<file path="src/rtl/inst_encoder.sv">
// RV32I instruction packer: fields + immediate in, one registered 32-bit word out with running address.
// Optional IMM_RANGE_CHECK_EN adds immediate range checks to out_err.
module inst_encoder #(
  parameter int                    DATA_WIDTH = 32,
  parameter int                    ADDR_WIDTH = 32,
  parameter logic [ADDR_WIDTH-1:0] RESET_ADDR = '0
) (
  input  logic                  clk,
  input  logic                  rst,
  input  logic                  addr_load,
  input  logic [ADDR_WIDTH-1:0] addr_base,
  input  logic                  in_valid,
  output logic                  in_ready,
  input  logic [2:0]            in_fmt,
  input  logic [6:0]            in_opcode,
  input  logic [4:0]            in_rd,
  input  logic [4:0]            in_rs1,
  input  logic [4:0]            in_rs2,
  input  logic [2:0]            in_funct3,
  input  logic [6:0]            in_funct7,
  input  logic [DATA_WIDTH-1:0] in_imm,
  output logic                  out_valid,
  input  logic                  out_ready,
  output logic [DATA_WIDTH-1:0] out_inst,
  output logic [ADDR_WIDTH-1:0] out_addr,
  output logic                  out_err,
  output logic [15:0]           enc_count
);

  localparam logic [DATA_WIDTH-1:0] NOP = 32'h0000_0013;

  // Handshake: a request transfers when in_valid & in_ready, a word leaves when
  // out_valid & out_ready; in_ready frees the stage in the same cycle it drains.
  logic                  accept;
  logic                  out_fire;
  logic                  held;
  logic [DATA_WIDTH-1:0] enc;
  logic                  fmt_bad;
  logic                  range_bad;
  logic                  pend;
  logic [ADDR_WIDTH-1:0] pend_base;

  assign in_ready = ~out_valid | out_ready;
  assign accept   = in_valid & in_ready;
  assign out_fire = out_valid & out_ready;
  assign held     = out_valid & ~out_ready;

  always_comb begin
    enc     = NOP;
    fmt_bad = 1'b0;
    case (in_fmt)
      3'd0: enc = {in_funct7, in_rs2, in_rs1, in_funct3, in_rd, in_opcode};
      3'd1: enc = {in_imm[11:0], in_rs1, in_funct3, in_rd, in_opcode};
      3'd2: enc = {in_imm[11:5], in_rs2, in_rs1, in_funct3, in_imm[4:0], in_opcode};
      3'd3: enc = {in_imm[12], in_imm[10:5], in_rs2, in_rs1, in_funct3,
                   in_imm[4:1], in_imm[11], in_opcode};
      3'd4: enc = {in_imm[31:12], in_rd, in_opcode};
      3'd5: enc = {in_imm[20], in_imm[10:1], in_imm[11], in_imm[19:12], in_rd, in_opcode};
      default: fmt_bad = 1'b1;
    endcase
  end

`ifdef IMM_RANGE_CHECK_EN
  // A value fits in N signed bits when bits [31:N-1] are all copies of the sign.
  always_comb begin
    range_bad = 1'b0;
    case (in_fmt)
      3'd1, 3'd2: range_bad = ~((&in_imm[31:11]) | ~(|in_imm[31:11]));
      3'd3:       range_bad = ~((&in_imm[31:12]) | ~(|in_imm[31:12])) | in_imm[0];
      3'd4:       range_bad = |in_imm[11:0];
      3'd5:       range_bad = ~((&in_imm[31:20]) | ~(|in_imm[31:20])) | in_imm[0];
      default:    range_bad = 1'b0;
    endcase
  end
`else
  assign range_bad = 1'b0;
`endif

  always_ff @(posedge clk) begin
    if (rst) begin
      out_valid <= 1'b0;
      out_inst  <= '0;
      out_err   <= 1'b0;
      out_addr  <= RESET_ADDR;
      enc_count <= '0;
      pend      <= 1'b0;
      pend_base <= '0;
    end else begin
      if (out_fire) enc_count <= enc_count + 16'd1;
      if (accept) begin
        out_valid <= 1'b1;
        out_inst  <= enc;
        out_err   <= fmt_bad | range_bad;
      end else if (out_fire) begin
        out_valid <= 1'b0;
      end
      // A held word keeps its address; a base loaded meanwhile waits for the drain.
      if (addr_load && held) begin
        pend      <= 1'b1;
        pend_base <= addr_base;
      end else if (addr_load) begin
        out_addr <= addr_base;
        pend     <= 1'b0;
      end else if (out_fire) begin
        out_addr <= pend ? pend_base : out_addr + ADDR_WIDTH'(4);
        pend     <= 1'b0;
      end
    end
  end

endmodule

</file>
<file path="config.mk">
export PLATFORM = sky130hd
export DESIGN_NAME = inst_encoder
export DESIGN_NICKNAME = d
export VERILOG_FILES = /design/src/rtl/inst_encoder.sv
export SDC_FILE = /design/constraint.sdc
export NUM_CORES = 1
export LEC_CHECK = 0
export CAP_MARGIN = 10
export CORE_MARGIN = 2
export CORE_UTILIZATION = 47
export DETAILED_ROUTE_END_ITERATION = 8
export PLACE_DENSITY_LB_ADDON = 0.1
export SKIP_LAST_GASP = 1
export SLEW_MARGIN = 25
export SYNTH_ARGS = -nofsm -noshare
export SYNTH_HDL_FRONTEND = slang
export SYNTH_SLANG_ARGS = --single-unit
</file>
<file path="constraint.sdc">
create_clock -name clk -period 2 [get_ports clk]
set_input_delay 0.6 -clock clk [delete_from_list [all_inputs] [get_ports clk]]
set_output_delay 0.6 -clock clk [all_outputs]
set_load 0.01 [all_outputs]
</file>
==> metrics, run 1 <==
register area share after synthesis 39.4%; Power Density 794 nW/um2; mux contribution to synthesized area 3.53%; Pleak 3.63 nW; M1 WL 7850 um; fin crit period 1.97 ns; Total Power 7.10 mW; WL/cell 16.6 um; Slew headroom 66.3%; CP max FO 6; post-place setup slack -0.551 ns; cell taking the most area after synthesis dfxtp_1; vias in the first global route 6152; fin nets 1089; final RePlAce weighted congestion 0.913; wire length on met2 9300 um; initial DRC count 669; Worst EP required 1.40 ns; final setup margin 0.0346 ns; Initial DRT Pass Iterations 6; # port buffers 186; Syn Std Cell Area 5850 um2; Post-synth EDFFs 0; RSZ-0062 raised after global routing true; Max Fclk 509 MHz; Design Area, Final 8950 um2; clock share of power 47.4%; Fillers 918; startpoint type of the worst setup path register; grt ovf 0; CTS clock-pin slew for the worst setup and hold paths 0.05 ns; clk_skew 0.00683 ns; CTS Hold Bufs 0; layout cell share with drive strength beyond 1 13.1%; compound-gate portion of the synthesized area 22.9%; Synth Area in XOR/XNOR 3.74%; Worst EP arrival 1.37 ns; Site Rows 40; worst slew pin tran 0.503 ns; Synth Instances 764; WS Path Type reg2out; Final Setup Violations 0; Die Width 116 um; combinational share of power 17.0%; reg2reg start out_addr[2]$_SDFFE_PP0P_; Setup crit end out_addr[7]; CP bufs+invs 1; largest net degree at the start of global routing 47; final-report max-slew violation count 0; Top delay family on crit path buffers and inverters; initial core utilization 48.5%; R2R setup slack 0.14 ns; yosys warns 0; Syn Area/Cell 7.65 um2; final worst path period share 98.3%; Post-route DRC 0; Layout area overhead 53.0%; status finished, final reports clean; RR Endpoint out_addr[18]$_SDFFE_PP0P_; synth unique cells 54; I/O pin cnt 187; peak supply drop 0.587 mV; Post-DP HPWL 13900 um; CTS max path bufs 2; share of the synthesized area in the top cell type 39.4%; Crit path depth 1; Synth area leaders dfxtp_1 (39%), nand2_1 (8.3%), a21oi_1 (5.3%); CTS sink cnt 115; Reg area 2320 um2; clock root buffer clkbuf_16; highest cell delay on the worst timing path 0.56 ns; Worst Hold Class reg2reg; die area 13300 um2; final hold vios 0; GR Util All Layers 28.5%; Main synth FF type dfxtp_1; Seq cells post-synth 115; area of the multi-input gates 3290 um2; Synthesized Nets 870; crit end category primary output; DR vias 6645; TritonCTS clock tree built; clk_lat worst skew 0.42 ns; largest family of logic cells by synthesized area simple AND/OR/NAND/NOR gates; Die Y 116 um; Simple-Gate Fraction of Synth Area 25.3%; Core Footprint 12100 um2; vias per cell 5.71; Cell Int Power 5.29 mW; Post-synth ARST share 0%; CTS Buf Count 17; routed wl met3 1700 um; Max Cap Viol 0; DRT Wirelength 19300 um; highest routed metal layer met4; CP Cell Sequence clkdlybuf4s50_1; sequential share of power 35.6%; post-route ant nets 0; Sw Ratio 25.5%; NetSw 1.81 mW; initial antenna violation count 0; antenna fix cells 0; global-route wire length before repair 30000 um; # H-tree levels 4; Synth Area in Adders 0.428%; Placed Area 8260 um2; CP Launch Point out_addr[7]$_SDFFE_PP0P_; Worst path slowest cell clkdlybuf4s50_1; r2r worst-path depth 7
==> sequential cells by signal (all words and copies together), names as in the netlist <==
signal / count
out_addr: 32
out_inst: 32
pend_base: 32
enc_count: 16
out_err: 1
out_valid: 1
pend: 1
==> through the flow <==
step / cells / TNS [ns] / hold slack [ns] / util [%]
after floorplan: 764 / 0 / 0.431 / -
after CTS: 1164 / -0.115 / 0.453 / 73.8
after global routing: 1164 / -0.0614 / 0.468 / 74.2
after global placement: 1131 / -20.53 / 0.438 / 68.5
after detailed placement: 1131 / -25.50 / 0.443 / 68.5
final: 1164 / 0 / 0.452 / 74.2
==> power by group through the flow <==
stage	Sequential, mW	Clock [mW]	Combinational [mW]
final	2.53	3.36	1.21
after global routing	2.54	3.49	1.31
after CTS	2.53	3.38	1.21
after detailed placement	2.57	0	1.22
after global placement	2.56	0	1.20
after floorplan	2.62	0	0.481
==> cell usage after synthesis, types with 14 or more instances <==
master	n
a21oi_1	62
a221oi_1	20
a22oi_1	14
clkbuf_1	44
dfxtp_1	115
mux2i_1	15
nand2_1	129
nand3_1	32
nor2_1	79
nor3_1	32
o21ai_0	53
xor2_1	18
==> area by class of cell <==
type                    instances  share of cell area, %
multi-input cells             579                   36.8
repair buffers                258                   27.2
flip-flops and latches        115                   25.9
clock buffers                  19                   4.95
well taps                     168                   2.35
clock inverters                13                   2.32
inverters                      12                  0.503
==> per-layer routing <==
metal	track usage [%]	vias to the layer above
li1	-	3195
met1	34.7	3077
met2	48.5	332
met3	6.17	41
met4	12.6	0
met5	0	-
==> cells by family after synthesis <==
group	after synthesis
compound gates	211
xor+xnor	25
mux	19
buf+inv	70
simple gates	322
fa+ha+maj	2
flops	115
==> placed cells by master, fill, tap and decap left out, drive strengths merged, types with 5 or more instances in the layout <==
master         netlist  layout
clkdlybuf4s50        0     142
nand2              129     129
dfxtp              115     115
nor2                79      79
buf                 14      75
a21oi               62      62
o21ai               56      56
nor3                33      33
nand3               32      32
dlygate4sd2          0      26
a221oi              20      20
clkbuf              44      19
xor2                18      18
dlymetal6s2s         0      15
mux2i               15      15
a22oi               14      14
o211ai              12      12
inv                 12      12
nand4               10      10
o22ai                9       9
a211oi               8       8
nor2b                8       8
and3                 7       7
xnor2                7       7
bufinv               0       5
nor4                 5       5
==> repair_timing <==
action | 4_1_cts | 5_1_grt
setup buffers | 1 | 0
cloned | 0 | 0
resized for setup | 42 | 18
pin swaps | 0 | 0
setup endpoints to repair | 40 | 27
==> how the worst min path moves through the flow <==
stage / cells past startpoint / from / slack (ns) / to
after floorplan: 2 / pend_base[12]$_SDFFE_PP0P_ / 0.43 / pend_base[12]$_SDFFE_PP0P_
after global placement: 2 / pend_base[14]$_SDFFE_PP0P_ / 0.44 / pend_base[14]$_SDFFE_PP0P_
after detailed placement: 2 / pend_base[12]$_SDFFE_PP0P_ / 0.44 / pend_base[12]$_SDFFE_PP0P_
after CTS: 2 / pend_base[12]$_SDFFE_PP0P_ / 0.45 / pend_base[12]$_SDFFE_PP0P_
after global routing: 2 / pend_base[28]$_SDFFE_PP0P_ / 0.47 / pend_base[28]$_SDFFE_PP0P_
final: 2 / pend_base[17]$_SDFFE_PP0P_ / 0.45 / pend_base[17]$_SDFFE_PP0P_
Power figures use the tool's default switching activity.
==> inputs of run 2 (changes only) <==
Settings changed: CORE_ASPECT_RATIO from default to 0.9.
==> run 2 against run 1 <==
Net effect: the run now ends with negative setup slack left; hold slack better by 0.00094 ns; sequential power about the same; sequential share of layout area barely moved; power decreased by 3.9%; worst setup slack worse by 0.089 ns; clock power is 8.6% lower; clock-buffer cell count shrank 1; core utilization down 0.051 points.
==> metrics, run 2 (synthesis results as in run 1) <==
Slew headroom 70.9%; startpoint type of the worst setup path input pin; vias in the first global route 6289; fin nets 1085; clock root buffer clkbuf_16; vias per cell 5.75; final setup margin -0.0546 ns; Post-route DRC 0; highest cell delay on the worst timing path 0.47 ns; most common cell after layout, fill and taps aside clkdlybuf4s50_1; fin crit period 2.05 ns; Worst path slowest cell clkdlybuf4s50_1; final hold vios 0; # H-tree levels 4; Setup Fix Bufs, Post-CTS 0; Initial DRT Pass Iterations 5; final RePlAce weighted congestion 0.901; CTS clock-pin slew for the worst setup and hold paths 0.05 ns; final-report max-slew violation count 0; # port buffers 186; DRT Wirelength 19400 um; largest net degree at the start of global routing 49; clk_skew 0.00871 ns; worst slew pin tran 0.426 ns; layout cell share with drive strength beyond 1 13.6%; violated checks negative setup slack; Layout area overhead 53.1%; CP Cell Sequence clkdlybuf4s50_1 -> and2b_1 -> inv_1 -> clkbuf_2; Power Density 762 nW/um2; CP max FO 2; TritonCTS clock tree built; Final Util 74.1%; Die Width 122 um; CTS Hold Bufs 0; Worst Hold Class reg2reg; Top delay family on crit path buffers and inverters; initial antenna violation count 1; peak supply drop 0.629 mV; post-route ant nets 0; crit end category primary output; Core Footprint 12100 um2; GR Util All Layers 28.5%; Max Cap Viol 0; largest registers out_addr (32), out_inst (32), pend_base (32); I/O pin cnt 187; WS Path Type in2out; global-route wire length before repair 30000 um; Pleak 3.57 nW; CP bufs+invs 3; status finished with violations; Site Rows 38; die area 13300 um2; initial DRC count 582; most frequent cells in the layout clkdlybuf4s50_1 (154), nand2_1 (129), dfxtp_1 (100); CTS sink cnt 115; CTS Buf Count 17; Worst EP arrival 1.45 ns; Final Setup Violations 1; final worst path period share 103%; Max Fclk 487 MHz; DR vias 6635; Die Y 110 um; Worst EP required 1.40 ns; RSZ-0062 raised after global routing true; CTS max path bufs 2; initial core utilization 48.4%; Placed Instances 1120; Post-DP HPWL 13800 um; grt ovf 0; WL/cell 16.8 um; fin cells 1153; clk_lat worst skew 0.42 ns
## run 2: changes by cell type in the layout (fill, tap and decap cells not counted), moves of 2 or more
cell,before,now
clkdlybuf4s50_1,142,154
dfxtp_2,8,15
dfxtp_1,106,100
nor3_1,31,29
buf_4,70,62
buf_12,3,7
dlygate4sd2_1,26,15
clkinv_2,2,5
bufinv_16,5,3
nor3_2,2,4
## run 2: worst paths after layout
kind,startpoint,endpoint,slack (ns),cells after the start
max,out_ready,in_ready,-0.05,4
min,pend_base[27]$_SDFFE_PP0P_,pend_base[27]$_SDFFE_PP0P_,0.45,2
max reg2reg,out_addr[2]$_SDFFE_PP0P_,out_addr[18]$_SDFFE_PP0P_,0.03,7
min reg2reg,pend_base[27]$_SDFFE_PP0P_,pend_base[27]$_SDFFE_PP0P_,0.45,2
## run 2: worst min-delay path: cells and delay by family (launching register included)
family	cells	cell delay, ns
simple gates	1	0.05
compound gates	1	0.05
flops	1	0.30
## run 2: metal layers
layer / up-vias / GRT usage, % / wire, um
met1: 3143 / 32.5 / 7800
met5: - / 0 / 0
li1: 3167 / - / -
met2: 277 / 50.0 / 9570
met3: 48 / 7.05 / 1400
met4: 0 / 14.4 / 605
## run 2: per-stage QoR
stage	worst slack, ns	cell area [um2]	total power, mW	hold WS [ns]	TNS [ns]
2_1_floorplan	0.135	5850	3.10	0.431	0
3_3_place_gp	-0.457	8270	3.77	0.440	-18.11
3_5_place_dp	-0.454	8270	3.80	0.449	-21.76
4_1_cts	-0.159	8870	6.84	0.455	-0.159
5_1_grt	-0.0960	8950	7.07	0.473	-0.255
6_report	-0.0546	8950	6.82	0.453	-0.0546
## run 2: report_power, final
part,internal (mW),total (mW),switching [mW]
sequential,2.42,2.53,0.106
combinational,0.644,1.23,0.584
clock,1.98,3.07,1.09
total,5.04,6.82,1.78
## run 2: final cells by class
cell class	instances	area [um2]
antenna	1	2.50
clock buffer	18	439
clock inverter	14	163
fill	955	3130
inverter	12	45.0
multi-input combinational	579	3320
sequential	115	2320
tap	160	200
timing repair buffer	254	2460
## run 2: timing repair
item / CTS / global route
gates resized for setup: 29 / 26
pin swaps: 0 / 0
endpoints found under the setup margin: 26 / 38
endpoints found under the hold margin: 0 / 0
==> inputs of run 3 (changes only) <==
Settings changed: GPL_TIMING_DRIVEN from default to 0.
==> run 3 against run 2 <==
Net effect: the flow now finishes without violations; power up 2.7%; sequential share of layout area is 0.51 points higher; clock skew decreased by 0.0028 ns; critical path type is now reg2out; critical endpoint is now out_addr[31]; highest routed layer unchanged.
==> metrics, run 3 (synthesis results as in run 1) <==
status finished, final reports clean; DR vias 6845; most frequent cells in the layout clkdlybuf4s50_1 (160), nand2_1 (127), dfxtp_1 (89); initial DRC count 685; final RePlAce weighted congestion 0.938; most common cell after layout, fill and taps aside clkdlybuf4s50_1; DRT Wirelength 21800 um; CP max FO 3; fin crit period 1.98 ns; I/O pin cnt 187; GR Util All Layers 32.7%; grt ovf 0; CP bufs+invs 1; Cell Int Power 5.11 mW; clk_skew 0.00589 ns; layout cell share with drive strength beyond 1 13.3%; initial antenna violation count 0; Post-DP HPWL 15600 um; TritonCTS clock tree built; Pleak 3.46 nW; final-report max-slew violation count 0; setup tns final 0 ns; M1 WL 8930 um; clock share of power 46.3%; combinational share of power 17.1%; global-route wire length before repair 33500 um; crit end category primary output; Post-route DRC 0; WL/cell 19.0 um; Worst Hold Class reg2reg; RSZ-0062 raised after global routing true; wire length on met2 9970 um; clk_lat worst skew 0.42 ns; worst slew pin tran 0.697 ns; Max Cap Viol 0; Final Setup Violations 0; final worst path period share 98.9%; clock root buffer clkbuf_16; Total Power 7.01 mW; highest cell delay on the worst timing path 0.59 ns; CTS sink cnt 115; routed wl met3 2150 um; Site Rows 38; antenna fix cells 0; Power Density 792 nW/um2; CTS Buf Count 17; post-route ant nets 0; # H-tree levels 4; Fillers 1006; final hold vios 0; vias in the first global route 6512; vias per cell 5.97; initial core utilization 48.4%; CTS Hold Bufs 0; Worst path slowest cell clkdlybuf4s50_1; die area 13300 um2; Die Width 122 um; # port buffers 184; fin nets 1079; Worst EP arrival 1.38 ns; final setup margin 0.0225 ns; NetSw 1.90 mW; CTS max path bufs 2; Slew headroom 53.6%; CP Cell Sequence clkdlybuf4s50_1; CTS clock-pin slew for the worst setup and hold paths 0.06 ns; post-place setup slack -1.05 ns; largest net degree at the start of global routing 17; WS Path Type reg2out; Hold WS 0.454 ns; largest registers out_addr (32), out_inst (32), pend_base (32); Initial DRT Pass Iterations 6; Worst EP required 1.40 ns; peak supply drop 0.558 mV; Top delay family on crit path buffers and inverters; Max Fclk 506 MHz; Core Footprint 12100 um2; Layout area overhead 51.3%; highest routed metal layer met4; Final Util 73.3%; Die Y 110 um; sequential share of power 36.5%; startpoint type of the worst setup path register; Sw Ratio 27.1%
## run 3: worst paths after layout
kind / slack, ns / end / depth (start not counted) / startpoint
worst max-delay path: 0.02 / out_addr[31] / 1 / out_addr[31]$_SDFFE_PP0P_
worst min register to register: 0.45 / pend_base[28]$_SDFFE_PP0P_ / 2 / pend_base[28]$_SDFFE_PP0P_
worst min-delay path: 0.45 / pend_base[28]$_SDFFE_PP0P_ / 2 / pend_base[28]$_SDFFE_PP0P_
worst max register to register: 0.04 / out_addr[31]$_SDFFE_PP0P_ / 5 / out_addr[11]$_SDFFE_PP0P_
## run 3: final cells by class
cell class / count / area, um2 / area share, %
Multi-Input combinational cell: 579 / 3380 / 38.2
Tap cell: 160 / 200 / 2.26
Sequential cell: 115 / 2340 / 26.4
Timing Repair Buffer: 190 / 1920 / 21.7
Clock buffer: 17 / 425 / 4.81
Clock inverter: 15 / 208 / 2.35
Buffer: 58 / 320 / 3.62
Inverter: 12 / 47.5 / 0.537
## run 3: power by group through the flow
stage | registers (mW) | logic, mW | clock network (mW)
2_1_floorplan | 2.62 | 0.481 | 0
3_3_place_gp | 2.59 | 1.12 | 0
3_5_place_dp | 2.59 | 1.14 | 0
4_1_cts | 2.55 | 1.17 | 3.26
5_1_grt | 2.57 | 1.29 | 3.37
6_report | 2.56 | 1.20 | 3.25
## run 3: tightest hold or removal path, stage by stage, from the launching register on
cell     delay [ns]
dfxtp_1        0.30
nand2_1        0.05
a21oi_1        0.05
## run 3: per-layer routing
layer | GRT usage [%] | up-vias
li1 | - | 3165
met1 | 41.4 | 3218
met2 | 53.2 | 397
met3 | 8.82 | 65
met4 | 13.5 | 0
met5 | 0 | -
## run 3: through the flow
stage,cell area (um2),instances
2_1_floorplan,5850,764
3_3_place_gp,7890,1108
3_5_place_dp,7890,1108
4_1_cts,8680,1144
5_1_grt,8850,1146
6_report,8850,1146
## run 3: what timing repair did
| item | in CTS | in global routing |
|---|---|---|
| pin swaps | 2 | 4 |
| resized for setup | 81 | 70 |
| setup endpoints to repair | 131 | 111 |
| setup buffers | 4 | 2 |
